==> src/rtl/ctrl_pkg.sv <==
// rtl/ctrl_pkg.sv - opcode/funct codes, control encodings and stage bundles for ctrl_pipeline
package ctrl_pkg;

    localparam logic [5:0] OP_RTYPE = 6'b000000;
    localparam logic [5:0] OP_LW    = 6'b100011;
    localparam logic [5:0] OP_SW    = 6'b101011;
    localparam logic [5:0] OP_BEQ   = 6'b000100;
    localparam logic [5:0] OP_ADDI  = 6'b001000;
    localparam logic [5:0] OP_J     = 6'b000010;
    localparam logic [5:0] OP_ORI   = 6'b001101;
    localparam logic [5:0] OP_ANDI  = 6'b001100;
    localparam logic [5:0] OP_SLTI  = 6'b001010;
    localparam logic [5:0] OP_LUI   = 6'b001111;
    localparam logic [5:0] OP_BNE   = 6'b000101;
    localparam logic [5:0] OP_JAL   = 6'b000011;

    localparam logic [5:0] FN_ADD = 6'b100000;
    localparam logic [5:0] FN_SUB = 6'b100010;
    localparam logic [5:0] FN_AND = 6'b100100;
    localparam logic [5:0] FN_OR  = 6'b100101;
    localparam logic [5:0] FN_SLT = 6'b101010;

    localparam logic [3:0] ALUCTL_AND = 4'b0000;
    localparam logic [3:0] ALUCTL_OR  = 4'b0001;
    localparam logic [3:0] ALUCTL_ADD = 4'b0010;
    localparam logic [3:0] ALUCTL_SUB = 4'b0110;
    localparam logic [3:0] ALUCTL_SLT = 4'b0111;
    localparam logic [3:0] ALUCTL_LUI = 4'b1000;

    localparam logic [1:0] REGDST_RT = 2'b00;
    localparam logic [1:0] REGDST_RD = 2'b01;
    localparam logic [1:0] REGDST_RA = 2'b10;

    localparam logic [1:0] RES_ALU = 2'b00;
    localparam logic [1:0] RES_MEM = 2'b01;
    localparam logic [1:0] RES_PC4 = 2'b10;

    typedef struct packed {
        logic       valid;
        logic       regwrite;
        logic [1:0] regdst;
        logic       alusrc;
        logic       zeroext;
        logic [3:0] alucontrol;
        logic       memwrite;
        logic [1:0] resultsrc;
        logic       branch;
        logic       bne;
        logic       jump;
    } ctrl_t;

    localparam ctrl_t CTRL_BUBBLE = '0;

    // Branch/jump resolve in ID, so later stages only carry what they still consume
    typedef struct packed {
        logic       valid;
        logic       regwrite;
        logic [1:0] regdst;
        logic       alusrc;
        logic       zeroext;
        logic [3:0] alucontrol;
        logic       memwrite;
        logic [1:0] resultsrc;
    } ex_ctrl_t;

    typedef struct packed {
        logic       valid;
        logic       regwrite;
        logic       memwrite;
        logic [1:0] resultsrc;
    } mem_ctrl_t;

    typedef struct packed {
        logic       valid;
        logic       regwrite;
        logic [1:0] resultsrc;
    } wb_ctrl_t;

endpackage

==> src/rtl/ctrl_decode.sv <==
// rtl/ctrl_decode.sv - combinational op/funct decode into a control bundle plus illegal flag
module ctrl_decode
    import ctrl_pkg::*;
#(
    parameter bit EXT_ISA = 1'b1
) (
    input  logic [5:0] op,
    input  logic [5:0] funct,
    output ctrl_t      ctrl,
    output logic       illegal
);

    always_comb begin
        ctrl       = CTRL_BUBBLE;
        ctrl.valid = 1'b1;
        illegal    = 1'b0;
        case (op)
            OP_RTYPE: begin
                ctrl.regwrite = 1'b1;
                ctrl.regdst   = REGDST_RD;
                case (funct)
                    FN_ADD:  ctrl.alucontrol = ALUCTL_ADD;
                    FN_SUB:  ctrl.alucontrol = ALUCTL_SUB;
                    FN_AND:  ctrl.alucontrol = ALUCTL_AND;
                    FN_OR:   ctrl.alucontrol = ALUCTL_OR;
                    FN_SLT:  ctrl.alucontrol = ALUCTL_SLT;
                    default: illegal = 1'b1;
                endcase
            end
            OP_LW: begin
                ctrl.regwrite   = 1'b1;
                ctrl.alusrc     = 1'b1;
                ctrl.resultsrc  = RES_MEM;
                ctrl.alucontrol = ALUCTL_ADD;
            end
            OP_SW: begin
                ctrl.memwrite   = 1'b1;
                ctrl.alusrc     = 1'b1;
                ctrl.alucontrol = ALUCTL_ADD;
            end
            OP_BEQ: begin
                ctrl.branch     = 1'b1;
                ctrl.alucontrol = ALUCTL_SUB;
            end
            OP_ADDI: begin
                ctrl.regwrite   = 1'b1;
                ctrl.alusrc     = 1'b1;
                ctrl.alucontrol = ALUCTL_ADD;
            end
            OP_J: ctrl.jump = 1'b1;
            OP_ORI, OP_ANDI: begin
                ctrl.regwrite   = 1'b1;
                ctrl.alusrc     = 1'b1;
                ctrl.zeroext    = 1'b1;
                ctrl.alucontrol = (op == OP_ORI) ? ALUCTL_OR : ALUCTL_AND;
                illegal         = !EXT_ISA;
            end
            OP_SLTI, OP_LUI: begin
                ctrl.regwrite   = 1'b1;
                ctrl.alusrc     = 1'b1;
                ctrl.alucontrol = (op == OP_SLTI) ? ALUCTL_SLT : ALUCTL_LUI;
                illegal         = !EXT_ISA;
            end
            OP_BNE: begin
                ctrl.bne        = 1'b1;
                ctrl.alucontrol = ALUCTL_SUB;
                illegal         = !EXT_ISA;
            end
            OP_JAL: begin
                ctrl.jump      = 1'b1;
                ctrl.regwrite  = 1'b1;
                ctrl.regdst    = REGDST_RA;
                ctrl.resultsrc = RES_PC4;
                illegal        = !EXT_ISA;
            end
            default: illegal = 1'b1;
        endcase
        if (illegal) begin
            ctrl = CTRL_BUBBLE;
        end
    end

endmodule

==> src/rtl/ctrl_pipeline.sv <==
// rtl/ctrl_pipeline.sv - ID decode with ID/EX, EX/MEM, MEM/WB control registers, illegal trap and retire count
module ctrl_pipeline
    import ctrl_pkg::*;
#(
    parameter bit EXT_ISA = 1'b1,
    parameter int CNT_W   = 32
) (
    input  logic             clk,
    input  logic             reset,
    input  logic             id_valid,
    input  logic [5:0]       id_op,
    input  logic [5:0]       id_funct,
    input  logic             stall,
    input  logic             flush_ex,
    output logic             id_branch,
    output logic             id_bne,
    output logic             id_jump,
    output logic             id_illegal,
    output logic             ex_valid,
    output logic             ex_alusrc,
    output logic             ex_zeroext,
    output logic [1:0]       ex_regdst,
    output logic [3:0]       ex_alucontrol,
    output logic             mem_valid,
    output logic             mem_memwrite,
    output logic             wb_valid,
    output logic             wb_regwrite,
    output logic [1:0]       wb_resultsrc,
    output logic             exc_illegal,
    output logic [5:0]       exc_op,
    output logic [CNT_W-1:0] retired
);

    ctrl_t     dec;
    logic      dec_illegal;
    logic      id_live;
    logic      accept;
    ex_ctrl_t  ex_d;
    ex_ctrl_t  ex_q;
    mem_ctrl_t mem_q;
    wb_ctrl_t  wb_q;

    ctrl_decode #(.EXT_ISA(EXT_ISA)) u_decode (
        .op      (id_op),
        .funct   (id_funct),
        .ctrl    (dec),
        .illegal (dec_illegal)
    );

    assign id_live    = id_valid & dec.valid;
    assign id_illegal = id_valid & dec_illegal;
    assign id_branch  = id_live & dec.branch;
    assign id_bne     = id_live & dec.bne;
    assign id_jump    = id_live & dec.jump;
    assign accept     = id_live & ~stall & ~flush_ex;

    always_comb begin
        ex_d = '0;
        if (accept) begin
            ex_d.valid      = 1'b1;
            ex_d.regwrite   = dec.regwrite;
            ex_d.regdst     = dec.regdst;
            ex_d.alusrc     = dec.alusrc;
            ex_d.zeroext    = dec.zeroext;
            ex_d.alucontrol = dec.alucontrol;
            ex_d.memwrite   = dec.memwrite;
            ex_d.resultsrc  = dec.resultsrc;
        end
    end

    always_ff @(posedge clk) begin
        if (reset) begin
            ex_q        <= '0;
            mem_q       <= '0;
            wb_q        <= '0;
            exc_illegal <= 1'b0;
            exc_op      <= '0;
            retired     <= '0;
        end else begin
            ex_q  <= ex_d;
            mem_q <= '{valid: ex_q.valid, regwrite: ex_q.regwrite,
                       memwrite: ex_q.memwrite, resultsrc: ex_q.resultsrc};
            wb_q  <= '{valid: mem_q.valid, regwrite: mem_q.regwrite,
                       resultsrc: mem_q.resultsrc};
            // Only an illegal op that would actually have entered EX is trapped
            if (id_illegal && !stall && !flush_ex) begin
                exc_illegal <= 1'b1;
                if (!exc_illegal) begin
                    exc_op <= id_op;
                end
            end
            if (wb_q.valid) begin
                retired <= retired + CNT_W'(1);
            end
        end
    end

    assign ex_valid      = ex_q.valid;
    assign ex_alusrc     = ex_q.alusrc;
    assign ex_zeroext    = ex_q.zeroext;
    assign ex_regdst     = ex_q.regdst;
    assign ex_alucontrol = ex_q.alucontrol;
    assign mem_valid     = mem_q.valid;
    assign mem_memwrite  = mem_q.memwrite;
    assign wb_valid      = wb_q.valid;
    assign wb_regwrite   = wb_q.regwrite;
    assign wb_resultsrc  = wb_q.resultsrc;

endmodule

==> config.mk <==
export PLATFORM = sky130hd
export DESIGN_NAME = ctrl_pipeline
export DESIGN_NICKNAME = d
export VERILOG_FILES = /design/src/rtl/ctrl_pkg.sv /design/src/rtl/ctrl_decode.sv /design/src/rtl/ctrl_pipeline.sv
export SDC_FILE = /design/constraint.sdc
export NUM_CORES = 1
export LEC_CHECK = 0
export ABC_AREA = 1
export BUFFER_PORTS_ARGS = -buffer_cell sky130_fd_sc_hd__buf_2
export CELL_PAD_IN_SITES_DETAIL_PLACEMENT = 1
export CELL_PAD_IN_SITES_GLOBAL_PLACEMENT = 2
export CORE_ASPECT_RATIO = 0.5
export CORE_MARGIN = 3
export CORE_UTILIZATION = 26
export DETAILED_ROUTE_END_ITERATION = 16
export PLACE_DENSITY = 0.77
export REMOVE_ABC_BUFFERS = 1
export SETUP_SLACK_MARGIN = 0.3
export SYNTH_ARGS = -nofsm -noshare
export SYNTH_HDL_FRONTEND = slang
export SYNTH_SLANG_ARGS = --single-unit
==> constraint.sdc <==
create_clock -name clk -period 1.8 [get_ports clk]
set_clock_uncertainty 0.15 [all_clocks]
set_input_delay 0.18 -clock clk [delete_from_list [all_inputs] [get_ports clk]]
set_output_delay 0.18 -clock clk [all_outputs]
set_load 0.005 [all_outputs]
# Word level (Yosys, flattened, before mapping)
# Cells that the tools add are included.
op_classes:
  n_bitwise: 11
  n_reduce_logical: 16
  muxes: 17
  n_eq_ne: 16
  n_addsub: 1
op_table:
  columns: ["operator", "n"]
  rows:
  - ["== test 6 bit, second input constant", 7]
  - ["adder 32 x 1 -> 32 bit, second input constant", 1]
  - ["== test 6 x 4 -> 1 bit, second input constant", 5]
  - ["one-hot mux 4 bit (5 select lines)", 1]
  - ["two-way mux 16 bit", 1]
  - ["two-way mux 13 bit", 1]
  - ["== test 6 x 2 -> 1 bit, second input constant", 2]
  - ["== test 6 x 3 -> 1 bit, second input constant", 2]
  - ["one-hot mux 3 bit (4 select lines)", 1]
  - ["OR reduction 11 bit", 1]
  - ["two-way mux 1 bit", 9]
  - ["one-hot mux 2 bit (2 select lines)", 2]
  - ["OR reduction 2 bit", 4]
  - ["OR reduction 8 bit", 1]
  - ["bitwise AND 1 bit", 7]
  - ["OR reduction 7 bit", 1]
  - ["zero test 6 bit", 1]
  - ["OR reduction 3 bit", 2]
  - ["OR reduction 5 bit", 1]
  - ["two-way mux 4 bit", 1]
  - ["NOT 1 bit", 4]
  - ["logical AND 1 bit", 2]
  - ["zero test 1 bit", 2]
  - ["one-hot mux 1 bit (2 select lines)", 1]
  - ["AND reduction 2 bit", 1]
word_totals:
  inputBits: 17
  wordCells: 79
  regBits: 61

# Logic depth before layout (Yosys ltp)
# Gate-level depths: netlist of the first run.
logic_depth:
  ltp_word: 10
  ltp_mapped: 12
  mapped_depth_nobuf: 11

# By module
# A second synthesis of the first run with hierarchy kept.
unflattened:
  hier_cells: 461
  hier_area_um2: 3002.9
modules_own_cells:
  columns: ["module", "n_inst", "cells_each", "area_per_inst_um2", "seq_area_each_um2"]
  rows:
  - ["ctrl_pipeline", 1, 382, 2615.0, 1221.2]
  - ["ctrl_decode", 1, 79, 387.9, 0.0]

# Worst setup path before layout of the first run
# OpenSTA, ideal clock, no wires.
synth_timing:
  path_kind: "register to register"
  start: "register retired[0]"
  end: "register retired[20]"
  synth_period_minus_slack_ns: 1.766
  setup_time_ns: 0.128
  t_arrival_ns: 1.489
  path_stages_with_launch: 9
  path_buffers: 0
  path_slack_ns: 0.034
  t_required_ns: 1.522
  path_cell_list: "dfxtp_1 -> ha_1 -> nand3_1 -> nor3_1 -> nand3_1 -> nor2_1 -> nand4_1 -> xor2_1 -> nor2_1"
synth_between:
  elab_chain_len: 1
synth_lines:
  columns: ["element", "line_no", "source"]
  rows:
  - ["start, declared", "ctrl_pipeline.sv:31", "output logic [CNT_W-1:0] retired"]
  - ["start signal, assigned", "ctrl_pipeline.sv:93", "retired <= retired + CNT_W'(1);"]
  - ["adder 32 x 1 -> 32 bit", "ctrl_pipeline.sv:93", null]
# No other way between the ends.
# A chain may end at the register's enable or synchronous reset.

# Worst setup path after layout of the first run
# Same ends and word-level chain as after synthesis.

==> results of run 1 <==
[through the flow]
stage          setup WS, ns  instances  TNS [ns]
3_3_place_gp         -0.127        648    -0.243
4_1_cts              0.0856        685         0
3_5_place_dp         -0.138        648    -0.482
6_report             0.0447        699         0
2_1_floorplan        0.0384        391         0
5_1_grt             -0.0769        699    -0.169
[state kept, by name, indices dropped and copies added (netlist names)]
signal         count
mem_q              3
exc_illegal        1
wb_regwrite        1
mem_memwrite       1
ex_valid           1
wb_resultsrc       2
exc_op             6
ex_alusrc          1
wb_valid           1
ex_regdst          2
ex_q               4
mem_valid          1
ex_alucontrol      4
retired           32
ex_zeroext         1
[worst paths after layout]
| path | endpoint | slack [ns] | depth (start not counted) |
|---|---|---|---|
| max | retired[20] | 0.04 | 9 |
| max reg2reg | retired[20] | 0.04 | 9 |
| min reg2reg | wb_resultsrc[1] | 0.25 | 2 |
| min | exc_op[2] | 0.03 | 3 |
[worst max-delay path, stage by stage (launching register included)]
cell and delay, ns:
dfxtp_4 0.37, ha_4 0.16, nand3_4 0.07, nor3_4 0.16
nand3_2 0.12, nor2_1 0.15, buf_4 0.16, nand4_1 0.09
xor2_1 0.15, nor2_1 0.05
[cells by family after synthesis]
family	share of synthesized area
adder cells (fa/ha/maj)	0.00434
XOR/XNOR	0.0304
AND/OR/NAND/NOR	0.348
flip-flops	0.424
buffers and inverters	0.120
AO/OA/AOI/OAI	0.0730
[what timing repair did]
action / CTS / global route
hold endpoints to repair: 4 / 0
hold buffers: 4 / 0
cloned: 1 / 2
endpoints found under the setup margin: 28 / 43
setup buffers: 17 / 12
resized for setup: 96 / 57
pin swaps: 36 / 27
[power breakdown]
group	switching (mW)	internal, mW
sequential	0.00501	1.35
clock	0.608	1.24
combinational	0.149	0.0948
total	0.762	2.69
[final cells by class]
| class | instances | area, sq um |
|---|---|---|
| repair buffers | 150 | 1010 |
| fillers | 1299 | 5770 |
| well taps | 140 | 175 |
| clock inverters | 4 | 72.6 |
| clock buffers | 11 | 243 |
| flip-flops and latches | 61 | 1260 |
| multi-input cells | 266 | 1730 |
| inverters | 67 | 254 |
[routing by layer]
layer | global-route usage | up-vias | part of all wire
met3 | 0.0371 | 19 | 0.031
met1 | 0.191 | 1472 | 0.45
li1 | - | 1582 | -
met2 | 0.274 | 51 | 0.51
met4 | 0.0370 | 0 | 0.015
met5 | 0 | - | 0
[cells in the mapped netlist, drive strengths merged]
cell type / instances / area [sq um]
nor2: 83 / 349
nand2: 69 / 267
inv: 67 / 251
dfxtp: 61 / 1220
nor3: 24 / 140
nand3: 23 / 130
a21oi: 18 / 97.6
o21ai: 14 / 70.1
buf: 10 / 78.8
nand4: 8 / 71.3
xor2: 8 / 70.1
clkbuf: 4 / 15.0
a211oi: 3 / 22.5
nor4: 3 / 18.8
a31oi: 2 / 12.5
and3: 2 / 12.5
nor3b: 2 / 15.0
xnor2: 2 / 17.5
ha: 1 / 12.5
o21a: 1 / 7.51
==> impl_metrics.tcl, run 1 <==
set metrics [dict create \
    power_per_cell_area_nw_per_um2 727 \
    slew_headroom 0.429 \
    grt_max_degree 30 \
    cp_max_fo 4 \
    num_vias 3124 \
    synth.ff_latch_count 61 \
    vdd_drop_max_mv 0.357 \
    post-route-period-util 0.975 \
    setup_viol_count_final 0 \
    r2r_start "retired[0]" \
    critPathLaunch "retired[0]" \
    grtUsageTotal 0.155 \
    cts_buffers 9 \
    status "complete, no violations" \
    clk_pin_slew_ns 0.05 \
    synthDistinctLibCells 31 \
    place_area_sq_um 3650 \
    cts_tree "yes" \
    layout_min_cycle_time_ns 1.76 \
    drc_errors 0 \
    cts.path.max_buffers 2 \
    antenna_found_initial 0 \
    num_io_pins 75 \
    grt_pass1_vias 3106 \
    layout_commonest_cell "buf_4" \
    dr.pass1.iters 4 \
    arrival_ns 1.81 \
    routed_wirelength_microns 10200 \
    criticalPathCategory "register to register" \
    yosysWarnings 0 \
    fp.dieArea_sq_um 12500 \
    cts_root_buf "clkbuf_16" \
    diodes 0 \
    clock.fmax_mhz 570 \
    whs_ns 0.0264 \
    maxCapViolations 0 \
    min_path_type "primary input to register" \
    syn_inst 405 \
    rsz0062_at_grt "yes" \
    total_power_mw 3.45 \
    hpwl_microns 6800 \
    crit_required_ns 1.86 \
    drive_gt1_frac 0.510 \
    hold_viol 0 \
    avgSynthCellArea_sq_um 7.11 \
    drt-initial-drc-count 94 \
    grt_pass1_wl_microns 15300 \
    cts_num_sinks 61 \
    ant_nets 0 \
    nNetsFinal 573 \
    viasPerCell 4.47 \
    clk_latency_ns 0.33 \
    die_w_microns 155 \
    final_cell_mix "69 x buf_4, 68 x buf_2, 59 x nor2_1" \
    wl_per_cell_microns 14.6 \
    core-area_sq_um 10500 \
    area_delta_synth_final_pct 64.6 \
    io_buffers 74 \
    netlist_area_sq_um 2880 \
    holdCritStartpoint "id_op[2]" \
    design_area_sq_um 4740 \
    finalMaxSlewViolations 0 \
    start_util 0.274 \
    rows 26 \
    gr-total-overflow 0 \
    start_kind "register" \
    gp_congestion 0.817 \
    die_h_microns 80.4 \
    p_leak_nw 2.24 \
    critPathCaptureType "register" \
    utilization 0.451 \
    htree_levels 3 \
    worst_pin_slew_ns 0.853 \
    seq_area_frac_synth 0.424 \
]
(Power assumes the default switching activity.)
==> run 2: changes to the inputs <==
--- a/config.mk
+++ b/config.mk
@@ -15,7 +15,7 @@
 export DETAILED_ROUTE_END_ITERATION = 16
 export PLACE_DENSITY = 0.77
 export REMOVE_ABC_BUFFERS = 1
-export SETUP_SLACK_MARGIN = 0.3
+export SETUP_SLACK_MARGIN = 0.15
 export SYNTH_ARGS = -nofsm -noshare
 export SYNTH_HDL_FRONTEND = slang
 export SYNTH_SLANG_ARGS = --single-unit
==> run 2 against run 1 <==
Against the previous run: the flow now finishes with violations (hold timing); global-route usage shrank 0.31 points; worst setup slack gained 0.092 ns; wire length is 5.5% lower; critical path depth grew 1; register-to-register slack gained 0.09 ns; combinational power is 9.4% lower; clock power is essentially flat; total power shrank 0.98%; core utilization is 1.3 points lower; sequential power about the same; die area unchanged; count of clock-buffer cells in the layout did not move.
==> impl_metrics.tcl, run 2 (synthesized netlist as in run 1, its figures left out) <==
set metrics [dict create \
    critPathCaptureType "register" \
    vdd_drop_max_mv 0.382 \
    largest_register "retired" \
    rsz0062_at_grt "yes" \
    hpwl_microns 6800 \
    num_io_pins 75 \
    antenna_found_initial 0 \
    total_power_mw 3.41 \
    status "finished, violations left" \
    clk_latency_ns 0.33 \
    gp_congestion 0.817 \
    clock.fmax_mhz 601 \
    slew_headroom 0.708 \
    violations "hold timing" \
    cts_num_sinks 61 \
    die_w_microns 155 \
    cts_root_buf "clkbuf_16" \
    drt-initial-drc-count 81 \
    grt_max_degree 30 \
    criticalPathCategory "register to register" \
    hold_viol 1 \
    final_cell_mix "74 x buf_4, 68 x buf_2, 58 x nor2_1" \
    post-route-period-util 0.924 \
    cts.path.max_buffers 2 \
    swShare 0.216 \
    min_path_type "primary input to register" \
    die_h_microns 80.4 \
    start_kind "register" \
    drc_errors 0 \
    power_frac_comb 0.065 \
    power_per_cell_area_nw_per_um2 742 \
    maxCapViolations 0 \
    dr.pass1.iters 4 \
    rows 26 \
    arrival_ns 1.77 \
    num_vias 3055 \
    area_delta_synth_final_pct 59.7 \
    grt_pass1_vias 3106 \
    diodes 0 \
    fp.dieArea_sq_um 12500 \
    intPower_mw 2.68 \
    finalSetupTns_ns 0 \
    cts_buffers 9 \
    core-area_sq_um 10500 \
    whs_ns -0.0183 \
    ant_nets 0 \
    worst_pin_slew_ns 0.437 \
    crit_required_ns 1.91 \
    gr-total-overflow 0 \
    viasPerCell 4.38 \
    finalMaxSlewViolations 0 \
    pwr-share-seq 0.397 \
    switchingPower_mw 0.736 \
    layout_min_cycle_time_ns 1.66 \
    cts_tree "yes" \
    nNetsFinal 572 \
    fill_cells 1309 \
    start_util 0.274 \
    grt_pass1_wl_microns 15000 \
    cp_max_fo 4 \
    htree_levels 3 \
    setup_viol_count_final 0 \
    p_clk_frac 0.538 \
    routed_wirelength_microns 9630 \
    p_leak_nw 2.20 \
    wl_per_cell_microns 13.8 \
    layout_commonest_cell "buf_4" \
    io_buffers 74 \
    clk_pin_slew_ns 0.05 \
    reg_top3 "retired: 32 flops, exc_op: 6 flops" \
    drive_gt1_frac 0.484 \
    grtUsageTotal 0.152 \
    largest_reg_flops 32 \
]
run 2: stage by stage:
step	instances	hold WS, ns	utilization	cell area [sq um]	worst slack (ns)
3_5_place_dp	648	0.249	0.348	3650	-0.138
5_1_grt	698	0.00858	0.438	4600	0.0100
4_1_cts	684	0.000712	0.409	4300	0.0961
3_3_place_gp	648	0.247	0.348	3650	-0.127
2_1_floorplan	391	0.0991	-	2790	0.0384
6_report	698	-0.0183	0.438	4600	0.137
run 2: critical path: stages, from the launching register on:
cell	delay (ns)
dfxtp_4	0.36
nand3_1	0.13
inv_2	0.10
nand3_2	0.08
inv_2	0.07
nand4_1	0.20
nor3_4	0.23
nand2_1	0.07
nand2_1	0.07
nand2_1	0.04
nor2_1	0.09
run 2: worst paths after layout:
kind / startpoint / to / slack [ns] / cells after the start
setup / recovery: retired[2] / retired[29] / 0.14 / 10
hold / removal: id_op[5] / exc_op[5] / -0.02 / 3
setup reg to reg: retired[2] / retired[29] / 0.14 / 10
hold reg to reg: mem_q[1] / wb_resultsrc[1] / 0.26 / 2
run 2: layout make-up:
| class | count | area [sq um] | share of cell area |
|---|---|---|---|
| Inverter | 67 | 251 | 0.0547 |
| Sequential cell | 61 | 1260 | 0.273 |
| Clock inverter | 4 | 72.6 | 0.0158 |
| Clock buffer | 11 | 243 | 0.0528 |
| Tap cell | 140 | 175 | 0.0381 |
| Multi-Input combinational cell | 264 | 1610 | 0.349 |
| Timing Repair Buffer | 151 | 995 | 0.216 |
run 2: layer usage:
layer | global-route usage | share of wire | vias up
li1 | - | - | 1571
met1 | 0.186 | 0.46 | 1426
met2 | 0.267 | 0.50 | 48
met3 | 0.0371 | 0.030 | 10
met4 | 0.0405 | 0.0094 | 0
met5 | 0 | 0 | -
run 2: power by group through the flow:
stage          Combinational (mW)  Sequential (mW)  Clock [mW]
2_1_floorplan              0.0808             1.39           0
3_3_place_gp                0.173             1.39           0
3_5_place_dp                0.176             1.39           0
4_1_cts                     0.206             1.36        1.89
5_1_grt                     0.245             1.36        1.95
6_report                    0.221             1.36        1.84
run 2: repair_timing:
action	in CTS	in global routing
cloned	1	0
hold buffers	2	0
hold endpoints to repair	2	0
gates resized for setup	60	61
pin swaps	24	30
buffers inserted	18	14
setup endpoints to repair	22	29
==> run 3: changes to the inputs <==
--- a/config.mk
+++ b/config.mk
@@ -13,7 +13,8 @@
 export CORE_MARGIN = 3
 export CORE_UTILIZATION = 26
 export DETAILED_ROUTE_END_ITERATION = 16
-export PLACE_DENSITY = 0.77
+export GPL_TIMING_DRIVEN = 0
+export PLACE_DENSITY_LB_ADDON = 0.08
 export REMOVE_ABC_BUFFERS = 1
 export SETUP_SLACK_MARGIN = 0.15
 export SYNTH_ARGS = -nofsm -noshare
==> run 3 against run 2 <==
Against the previous run: the flow now finishes without violations; wire length fell by 2.6%; maximum frequency fell by 6.0%; non-clock buffer count fell by 23; total power fell by 6.6%; clock power fell by 13%; sequential cell count did not move; final cell count fell by 3.2%; highest routed layer unchanged.
==> impl_metrics.tcl, run 3 (synthesized netlist as in run 1, its figures left out) <==
set metrics [dict create \
    status "complete, no violations" \
    p_clk_frac 0.501 \
    die_h_microns 80.4 \
    drc_errors 0 \
    largest_reg_flops 32 \
    clk_latency_ns 0.33 \
    r2r_start "retired[0]" \
    r2r_cells 9 \
    regArea_sq_um 1260 \
    num_io_pins 75 \
    path_depth 9 \
    grtUsageTotal 0.153 \
    criticalPathCategory "register to register" \
    rsz0062_at_grt "yes" \
    diodes 0 \
    intPower_mw 2.44 \
    routed_wirelength_microns 9380 \
    drt-initial-drc-count 93 \
    cp_max_fo 4 \
    finalMaxSlewViolations 0 \
    crit_path_end "retired[24]" \
    dr.pass1.iters 4 \
    viasPerCell 4.47 \
    slew_headroom 0.613 \
    critPathMaxStageDelay_ns 0.36 \
    setup_viol_count_final 0 \
    layout_min_cycle_time_ns 1.77 \
    start_kind "register" \
    drive_gt1_frac 0.472 \
    power_frac_comb 0.075 \
    cts_num_sinks 61 \
    gr-total-overflow 0 \
    crit_required_ns 1.86 \
    vdd_drop_max_mv 0.329 \
    io_buffers 74 \
    grt_max_degree 31 \
    fp.dieArea_sq_um 12500 \
    cts_buffers 9 \
    die_w_microns 155 \
    nNetsFinal 549 \
    largest_register "retired" \
    critPathLaunch "retired[0]" \
    final_cell_mix "68 x buf_2, 60 x nor2_1, 52 x inv_1" \
    path_buf_inv 1 \
    cts_root_buf "clkbuf_16" \
    multiInputGateArea_sq_um 1760 \
    crit_family "simple AND/OR/NAND/NOR gates" \
    rows 26 \
    area_delta_synth_final_pct 59.7 \
    fill_cells 1298 \
    power_per_cell_area_nw_per_um2 694 \
    cts.path.max_buffers 2 \
    total_power_mw 3.19 \
    min_path_type "primary input to register" \
    whs_ns 0.0213 \
    htree_levels 3 \
    maxCapViolations 0 \
    arrival_ns 1.83 \
    grt_pass1_wl_microns 15300 \
    hold_viol 0 \
    cts_tree "yes" \
    wl_per_cell_microns 13.9 \
    core-area_sq_um 10500 \
    ant_nets 0 \
    grt_pass1_vias 3152 \
    rrSetupSlack_ns 0.03 \
    clk_pin_slew_ns 0.06 \
    path_cells "ha_4 -> nand3_4 -> nor3_4 -> nand3_2 -> nor2_4 -> buf_4 -> nand2_2 -> o21ai_2 -> a21oi_2" \
    antenna_found_initial 0 \
    start_util 0.274 \
    worst_pin_slew_ns 0.577 \
    reg_top3 "retired: 32 flops, exc_op: 6 flops" \
    num_vias 3023 \
    switchingPower_mw 0.749 \
    p_leak_nw 2.18 \
    clock.fmax_mhz 565 \
    hpwl_microns 6260 \
    slowest_stage "dfxtp_4" \
    critPathCaptureType "register" \
    gp_congestion 0.772 \
    pwr-share-seq 0.424 \
    layout_commonest_cell "buf_2" \
    r2r-end "retired[24]" \
    swShare 0.235 \
    post-route-period-util 0.983 \
]
## run 3: power by group through the flow
stage / combinational, mW / clock, mW / sequential, mW
after floorplan: 0.0808 / 0 / 1.39
after global placement: 0.152 / 0 / 1.39
after detailed placement: 0.158 / 0 / 1.39
after CTS: 0.211 / 1.66 / 1.35
after global routing: 0.267 / 1.74 / 1.35
final: 0.239 / 1.60 / 1.35
## run 3: layer usage
metal	vias to the layer above	global-route usage	wire (microns)
met2	43	0.270	4670
met4	0	0.0370	79
li1	1533	-	-
met5	-	0	0
met1	1440	0.184	4310
met3	7	0.0463	321
## run 3: worst reg2reg max path: stages (launching register included)
cell,delay (ns)
dfxtp_4,0.36
ha_4,0.15
nand3_4,0.09
nor3_4,0.20
nand3_2,0.15
nor2_4,0.17
buf_4,0.13
nand2_2,0.06
o21ai_2,0.16
a21oi_2,0.05
## run 3: stage by stage
| step | util | area, sq um | cells | TNS, ns | setup slack, ns |
|---|---|---|---|---|---|
| 2_1_floorplan | - | 2790 | 391 | 0 | 0.0384 |
| 6_report | 0.438 | 4600 | 676 | 0 | 0.0305 |
| 3_5_place_dp | 0.317 | 3330 | 605 | -6.79 | -0.494 |
| 3_3_place_gp | 0.317 | 3330 | 605 | -5.79 | -0.451 |
| 4_1_cts | 0.405 | 4260 | 654 | -0.0195 | -0.0195 |
| 5_1_grt | 0.438 | 4600 | 676 | -0.414 | -0.0992 |
## run 3: how the worst min path moves through the flow
stage / startpoint / endpoint / slack (ns) / depth (start not counted)
finish: id_op[1] / exc_op[1] / 0.02 / 3
detailed placement: ex_q[11] / mem_q[3] / 0.25 / 2
floorplan: reset / exc_illegal / 0.1 / 1
CTS: id_op[1] / ex_q[2] / 0.002 / 3
global placement: mem_q[1] / wb_resultsrc[1] / 0.25 / 2
global route: id_op[1] / ex_q[2] / 0.02 / 3
## run 3: cell type report
| cell class | count | area share |
|---|---|---|
| Sequential cell | 61 | 0.275 |
| Inverter | 67 | 0.0566 |
| Clock inverter | 4 | 0.00490 |
| Timing Repair Buffer | 128 | 0.186 |
| Multi-Input combinational cell | 263 | 0.383 |
| Timing Repair inverter | 1 | 0.00109 |
| Clock buffer | 12 | 0.0558 |
| Tap cell | 140 | 0.0381 |
## run 3: repair_timing
| item | 4_1_cts | 5_1_grt |
|---|---|---|
| setup endpoints to repair | 26 | 42 |
| endpoints found under the hold margin | 3 | 1 |
| hold buffers | 3 | 1 |
| buffers inserted | 30 | 20 |
| gates cloned | 0 | 1 |
| gates resized for setup | 113 | 50 |
| pin swaps | 32 | 28 |
